<file path="config.mk">
export PLATFORM = sky130hd
export DESIGN_NAME = cmp_hysteresis_monitor
export DESIGN_NICKNAME = d
export VERILOG_FILES = /design/src/rtl/cmp_hysteresis_monitor.sv
export SDC_FILE = /design/constraint.sdc
export NUM_CORES = 1
export LEC_CHECK = 0
export CAP_MARGIN = 10
export CORE_MARGIN = 2
export CORE_UTILIZATION = 48
export DETAILED_ROUTE_END_ITERATION = 16
export PLACE_DENSITY_LB_ADDON = 0.12
export SYNTH_ARGS = -nofsm -noshare
export SYNTH_HDL_FRONTEND = slang
export SYNTH_SLANG_ARGS = --single-unit
</file>
<file path="constraint.sdc">
create_clock -name clk -period 2.05 [get_ports clk]
set_input_delay 0.615 -clock clk [delete_from_list [all_inputs] [get_ports clk]]
set_output_delay 0.615 -clock clk [all_outputs]
set_load 0.02 [all_outputs]
</file>
<file path="src/rtl/cmp_hysteresis_monitor.sv">
// Debounced A-vs-B relation tracker for the 4-bit magnitude comparator flags.
// Define CMP_MON_TIMEOUT_EN to let an idle timer drop the relation back to UNKNOWN.
//
//   state      | meaning
//   -----------+---------------------------------------------
//   ST_UNKNOWN | no debounced relation yet (reset/clear/idle)
//   ST_ABOVE   | A > B held for DEBOUNCE legal samples
//   ST_BELOW   | A < B held for DEBOUNCE legal samples
//   ST_EQUAL   | A == B held for DEBOUNCE legal samples
module cmp_hysteresis_monitor #(
  parameter int CNT_W    = 8,
  parameter int DEBOUNCE = 3,
  parameter int TIMEOUT  = 16
) (
  input  logic             clk,
  input  logic             rst_n,
  input  logic             in_valid,
  input  logic             gt,
  input  logic             lt,
  input  logic             eq,
  input  logic             clear,
  output logic [1:0]       state,
  output logic             state_valid,
  output logic             change_pulse,
  output logic [CNT_W-1:0] gt_cnt,
  output logic [CNT_W-1:0] lt_cnt,
  output logic [CNT_W-1:0] eq_cnt,
  output logic             err
);

  typedef enum logic [1:0] {
    ST_UNKNOWN = 2'b00,
    ST_ABOVE   = 2'b01,
    ST_BELOW   = 2'b10,
    ST_EQUAL   = 2'b11
  } state_t;

  localparam logic [3:0]       RUN_MAX = 4'(DEBOUNCE);
  localparam logic [CNT_W-1:0] CNT_MAX = '1;

  state_t           state_q, state_d;
  state_t           cand_q, cand_d;
  logic [3:0]       run_q, run_d;
  logic [CNT_W-1:0] gt_cnt_q, gt_cnt_d, lt_cnt_q, lt_cnt_d, eq_cnt_q, eq_cnt_d;
  logic             err_q, err_d;
  logic             pulse_q, pulse_d;
  logic             valid_q;
  logic             legal;
  state_t           cls;

`ifdef CMP_MON_TIMEOUT_EN
  localparam int             TMR_W   = $clog2(TIMEOUT + 1);
  localparam logic [TMR_W-1:0] TMR_MAX = TMR_W'(TIMEOUT);
  logic [TMR_W-1:0] timer_q, timer_d;
`endif

  always_ff @(posedge clk or negedge rst_n) begin
    if (!rst_n) begin
      state_q  <= ST_UNKNOWN;
      cand_q   <= ST_UNKNOWN;
      run_q    <= '0;
      gt_cnt_q <= '0;
      lt_cnt_q <= '0;
      eq_cnt_q <= '0;
      err_q    <= 1'b0;
      pulse_q  <= 1'b0;
      valid_q  <= 1'b0;
`ifdef CMP_MON_TIMEOUT_EN
      timer_q  <= '0;
`endif
    end else begin
      state_q  <= state_d;
      cand_q   <= cand_d;
      run_q    <= run_d;
      gt_cnt_q <= gt_cnt_d;
      lt_cnt_q <= lt_cnt_d;
      eq_cnt_q <= eq_cnt_d;
      err_q    <= err_d;
      pulse_q  <= pulse_d;
      valid_q  <= (state_d != ST_UNKNOWN);
`ifdef CMP_MON_TIMEOUT_EN
      timer_q  <= timer_d;
`endif
    end
  end

  always_comb begin
    legal = 1'b0;
    cls   = ST_UNKNOWN;
    case ({gt, lt, eq})
      3'b100:  begin legal = in_valid; cls = ST_ABOVE; end
      3'b010:  begin legal = in_valid; cls = ST_BELOW; end
      3'b001:  begin legal = in_valid; cls = ST_EQUAL; end
      default: begin legal = 1'b0;     cls = ST_UNKNOWN; end
    endcase
  end

  always_comb begin
    state_d  = state_q;
    cand_d   = cand_q;
    run_d    = run_q;
    gt_cnt_d = gt_cnt_q;
    lt_cnt_d = lt_cnt_q;
    eq_cnt_d = eq_cnt_q;
    err_d    = err_q;
    pulse_d  = 1'b0;
`ifdef CMP_MON_TIMEOUT_EN
    timer_d  = timer_q;
`endif
    if (clear) begin
      state_d  = ST_UNKNOWN;
      cand_d   = ST_UNKNOWN;
      run_d    = '0;
      gt_cnt_d = '0;
      lt_cnt_d = '0;
      eq_cnt_d = '0;
      err_d    = 1'b0;
`ifdef CMP_MON_TIMEOUT_EN
      timer_d  = '0;
`endif
    end else begin
      if (in_valid && !legal) err_d = 1'b1;
      if (legal) begin
        case (cls)
          ST_ABOVE: if (gt_cnt_q != CNT_MAX) gt_cnt_d = gt_cnt_q + CNT_W'(1);
          ST_BELOW: if (lt_cnt_q != CNT_MAX) lt_cnt_d = lt_cnt_q + CNT_W'(1);
          default:  if (eq_cnt_q != CNT_MAX) eq_cnt_d = eq_cnt_q + CNT_W'(1);
        endcase
        // Candidate is UNKNOWN only after reset/clear/timeout, so it never matches a legal class.
        if (cls == cand_q) begin
          if (run_q != RUN_MAX) run_d = run_q + 4'd1;
        end else begin
          cand_d = cls;
          run_d  = 4'd1;
        end
        if (run_d == RUN_MAX && cand_d != state_q) begin
          state_d = cand_d;
          pulse_d = 1'b1;
        end
      end
`ifdef CMP_MON_TIMEOUT_EN
      if (legal) begin
        timer_d = '0;
      end else if (timer_q != TMR_MAX) begin
        timer_d = timer_q + TMR_W'(1);
        if (timer_d == TMR_MAX && state_q != ST_UNKNOWN) begin
          state_d = ST_UNKNOWN;
          cand_d  = ST_UNKNOWN;
          run_d   = '0;
          pulse_d = 1'b1;
        end
      end
`endif
    end
  end

  assign state        = state_q;
  assign state_valid  = valid_q;
  assign change_pulse = pulse_q;
  assign gt_cnt       = gt_cnt_q;
  assign lt_cnt       = lt_cnt_q;
  assign eq_cnt       = eq_cnt_q;
  assign err          = err_q;

endmodule

</file>
==> impl_metrics.xml <==
<?xml version="1.0" encoding="UTF-8"?>
<metrics>
  <group name="status">
    <metric name="run_status" unit="">finished, violations left</metric>
    <metric name="violations" unit="">negative setup slack</metric>
  </group>
  <group name="synthesis">
    <metric name="commonest_cells_in_the_netlist" unit="">sky130_fd_sc_hd__dfrtp_1, sky130_fd_sc_hd__nor2_1, sky130_fd_sc_hd__nand3_1</metric>
    <metric name="mappedNetlistArea" unit="µm²">2100</metric>
    <metric name="yosys_most_used_dff" unit="">sky130_fd_sc_hd__dfrtp_1</metric>
    <metric name="yosysMostFrequentCell" unit="">sky130_fd_sc_hd__dfrtp_1</metric>
    <metric name="netlist-cell-type-count" unit="">49</metric>
    <metric name="synth_fp_nets" unit="">246</metric>
    <metric name="ys_warn_count" unit="">0</metric>
    <metric name="synth_seq_area_share" unit="%">41.8</metric>
    <metric name="synth_largest_type_area_fraction" unit="%">41.8</metric>
    <metric name="synthArstFlopShare" unit="%">100</metric>
    <metric name="yosys.area.top_type" unit="">sky130_fd_sc_hd__dfrtp_1</metric>
    <metric name="yosys-top-cells-area" unit="">sky130_fd_sc_hd__dfrtp_1, sky130_fd_sc_hd__nor2_1, sky130_fd_sc_hd__xnor2_1</metric>
    <metric name="number_of_instances_in_the_synthesized_netlist" unit="">233</metric>
    <metric name="synth-edff-count" unit="">0</metric>
    <metric name="synthesis.area_per_instance" unit="µm²">8.99</metric>
    <metric name="yosys_register_bits" unit="">35</metric>
  </group>
  <group name="timing">
    <metric name="post-route-period-util" unit="%">107</metric>
    <metric name="final.setup.worst_slack" unit="ps">-146</metric>
    <metric name="hold_violations_final" unit="">0</metric>
    <metric name="fin_worst_skew" unit="ps">10.4</metric>
    <metric name="max_clock_freq" unit="MHz">455</metric>
    <metric name="final.hold.worst_slack" unit="ps">553</metric>
    <metric name="post-route-min-period" unit="ps">2200</metric>
    <metric name="tns" unit="ps">-631</metric>
    <metric name="report.final.slew_viol_count" unit="">0</metric>
    <metric name="grt_setup_unrepaired" unit="">yes</metric>
    <metric name="timing.final.setup_violations" unit="">7</metric>
    <metric name="worst_slew_pin_slew" unit="ps">548</metric>
    <metric name="slew_headroom" unit="%">63.2</metric>
  </group>
  <group name="placed_design">
    <metric name="place.port_buffers" unit="">35</metric>
    <metric name="gpl.final_weighted_congestion" unit="">0.871</metric>
    <metric name="post-place-ws" unit="ps">-886</metric>
    <metric name="hpwlAfterDp" unit="µm">3440</metric>
  </group>
  <group name="detailed_routing">
    <metric name="vias" unit="">2094</metric>
    <metric name="drt_wl_total" unit="µm">5600</metric>
    <metric name="ant_nets" unit="">0</metric>
    <metric name="drt-pass1-iter-count" unit="">4</metric>
    <metric name="wl_per_cell" unit="µm">15.5</metric>
    <metric name="dr.first_iter.drc_count" unit="">79</metric>
    <metric name="post-route-drc-count" unit="">0</metric>
    <metric name="routed_via_density" unit="">5.80</metric>
  </group>
  <group name="grt">
    <metric name="grt_antenna_before_repair" unit="">0</metric>
    <metric name="vias_in_the_first_global_route" unit="">1938</metric>
    <metric name="grt_first_pass_wirelength" unit="µm">8780</metric>
    <metric name="global_route.usage.total" unit="%">22.1</metric>
    <metric name="overflow" unit="">0</metric>
    <metric name="grt_max_degree" unit="">36</metric>
  </group>
  <group name="worst_setup_path">
    <metric name="critical_path_class" unit="">reg -&gt; reg</metric>
    <metric name="r2r_slack" unit="ps">-150</metric>
    <metric name="critPathLaunchType" unit="">flip-flop</metric>
    <metric name="reg2reg_launch_point" unit="">run_q[1]</metric>
    <metric name="setup.worst_path.start" unit="">run_q[1]</metric>
    <metric name="worst_r2r_path_depth" unit="">6</metric>
    <metric name="cp.required" unit="ps">2290</metric>
    <metric name="critPathMaxFanout" unit="">5</metric>
    <metric name="critical_path_arrival" unit="ps">2440</metric>
    <metric name="endpoint_kind" unit="">flip-flop</metric>
  </group>
  <group name="floorplanning">
    <metric name="floorplan.core_area" unit="µm²">4260</metric>
    <metric name="initial_core_util" unit="%">49.1</metric>
    <metric name="io_pins" unit="">36</metric>
    <metric name="die-width" unit="µm">70.1</metric>
    <metric name="die_h" unit="µm">70.1</metric>
    <metric name="placementRows" unit="">24</metric>
    <metric name="die-area" unit="µm²">4910</metric>
  </group>
  <group name="clock_tree">
    <metric name="library_cell_used_as_clock_root_buffer" unit="">sky130_fd_sc_hd__clkbuf_8</metric>
    <metric name="clock_tree_from_tritoncts" unit="">built</metric>
    <metric name="clk-insertion-delay-late" unit="ps">300</metric>
    <metric name="holdBufCountCts" unit="">0</metric>
    <metric name="numClockSinks" unit="">35</metric>
    <metric name="cts_bufs_inserted" unit="">5</metric>
    <metric name="clock_path_buffers" unit="">2</metric>
    <metric name="cts_htree_levels" unit="">2</metric>
    <metric name="clk_pin_slew_worst_paths" unit="ps">80</metric>
  </group>
  <group name="power">
    <metric name="power.share.combinational" unit="%">18.3</metric>
    <metric name="cellPowerDensity" unit="nW/µm²">518</metric>
    <metric name="power.static_leakage" unit="µW">0.00136</metric>
    <metric name="power.share.switching" unit="%">26.9</metric>
    <metric name="p_int" unit="µW">1210</metric>
    <metric name="clock_power_share" unit="%">39.0</metric>
    <metric name="share_seq_of_total_power" unit="%">42.7</metric>
    <metric name="design_power_total" unit="µW">1660</metric>
    <metric name="netSwitchingPower" unit="µW">447</metric>
    <metric name="vdd.ir_drop.worst" unit="mV">0.394</metric>
  </group>
  <group name="min_path">
    <metric name="worstHoldPathType" unit="">reg -&gt; reg</metric>
    <metric name="worstHoldPathCells" unit="">2</metric>
    <metric name="worstHoldStart" unit="">err</metric>
  </group>
  <group name="flow_run">
    <metric name="maxCapViolations" unit="">0</metric>
  </group>
  <group name="layout">
    <metric name="nNetsFinal" unit="">321</metric>
    <metric name="area.growth.synth_to_final" unit="%">52.8</metric>
    <metric name="number_of_antenna_cells_inserted" unit="">0</metric>
    <metric name="post_route_cells_drive_above_1_share" unit="%">31.1</metric>
  </group>
</metrics>
-- cell families (layout without fill, tap and decap cells) --
| group | count (synthesis) | after routing | synth area share (%) |
|---|---|---|---|
| fa+ha+maj | 6 | 6 | 3.58 |
| compound gates | 41 | 41 | 13.6 |
| buf+inv | 20 | 96 | 3.70 |
| mux | 4 | 4 | 1.91 |
| simple gates | 109 | 109 | 27.9 |
| flops | 35 | 35 | 41.8 |
| xor+xnor | 18 | 18 | 7.52 |
-- area by class of cell --
class,count,area [µm²]
Fill cell,307,1060
Tap cell,52,65.1
Timing Repair Buffer,78,744
Multi-Input combinational cell,178,1370
Sequential cell,35,876
Inverter,10,40.0
Clock inverter,3,43.8
Clock buffer,5,68.8
-- sequential cells by signal (all words and copies together), names as in the netlist --
| name | cells |
|---|---|
| state | 2 |
| eq_cnt | 8 |
| state_valid | 1 |
| lt_cnt | 8 |
| change_pulse | 1 |
| run_q | 4 |
| gt_cnt | 8 |
| err | 1 |
| cand_q | 2 |
-- critical path, cell delays in order, from the launching register on --
cell and delay [ps]:
sky130_fd_sc_hd__dfrtp_1 390, sky130_fd_sc_hd__ha_2 190, sky130_fd_sc_hd__nor2b_4 120, sky130_fd_sc_hd__or4b_4 540, sky130_fd_sc_hd__a211o_4 380, sky130_fd_sc_hd__or3_4 390
sky130_fd_sc_hd__a21oi_2 120
-- path summary, 6_finish.rpt --
kind,to
max,state[0]
min,err
max reg2reg,state[0]
min reg2reg,err
max in group asynchronous,eq_cnt[5]
min in group asynchronous,run_q[0]
-- power groups by stage --
stage,sequential (µW),clock [µW],combinational [µW]
detailed placement,721,0,240
finish,709,648,304
floorplan,727,0,120
CTS,708,652,275
global placement,721,0,236
global route,710,690,327
-- through the flow --
stage | cell area, µm² | util [%] | instances
2_1_floorplan | 2180 | - | 233
3_3_place_gp | 2780 | 65.1 | 338
3_5_place_dp | 2780 | 65.1 | 338
4_1_cts | 3010 | 70.6 | 353
5_1_grt | 3200 | 75.1 | 361
6_report | 3200 | 75.1 | 361
-- timing repair --
| action | CTS | global route |
|---|---|---|
| cloned | 0 | 0 |
| gates resized for setup | 34 | 33 |
| pin swaps | 17 | 25 |
| buffers inserted | 7 | 9 |
| endpoints found under the setup margin | 34 | 19 |
-- cells in the final DEF (no fill, tap or decap), drive strengths merged, types with 3 or more instances in the layout --
cell / netlist / routed
buf: 4 / 46
nand2: 16 / 16
mux2i: 4 / 4
nor4: 6 / 6
clkdlybuf4s50: 0 / 27
a21oi: 13 / 13
dfrtp: 35 / 35
clkbuf: 6 / 5
or4: 6 / 6
nor4b: 3 / 3
nand3: 17 / 17
xnor2: 11 / 11
xor2: 7 / 7
nor3: 4 / 4
nor2: 31 / 31
nand2b: 4 / 4
o21ai: 7 / 7
inv: 10 / 10
or3: 7 / 7
nand4: 4 / 4
dlymetal6s2s: 0 / 5
ha: 6 / 6
-- layer usage --
layer,wire length [µm],global-route usage (%)
met5,0,0
met2,2780,37.9
met4,90,6.62
met3,284,5.77
met1,2450,27.3
(Power assumes the default switching activity.)
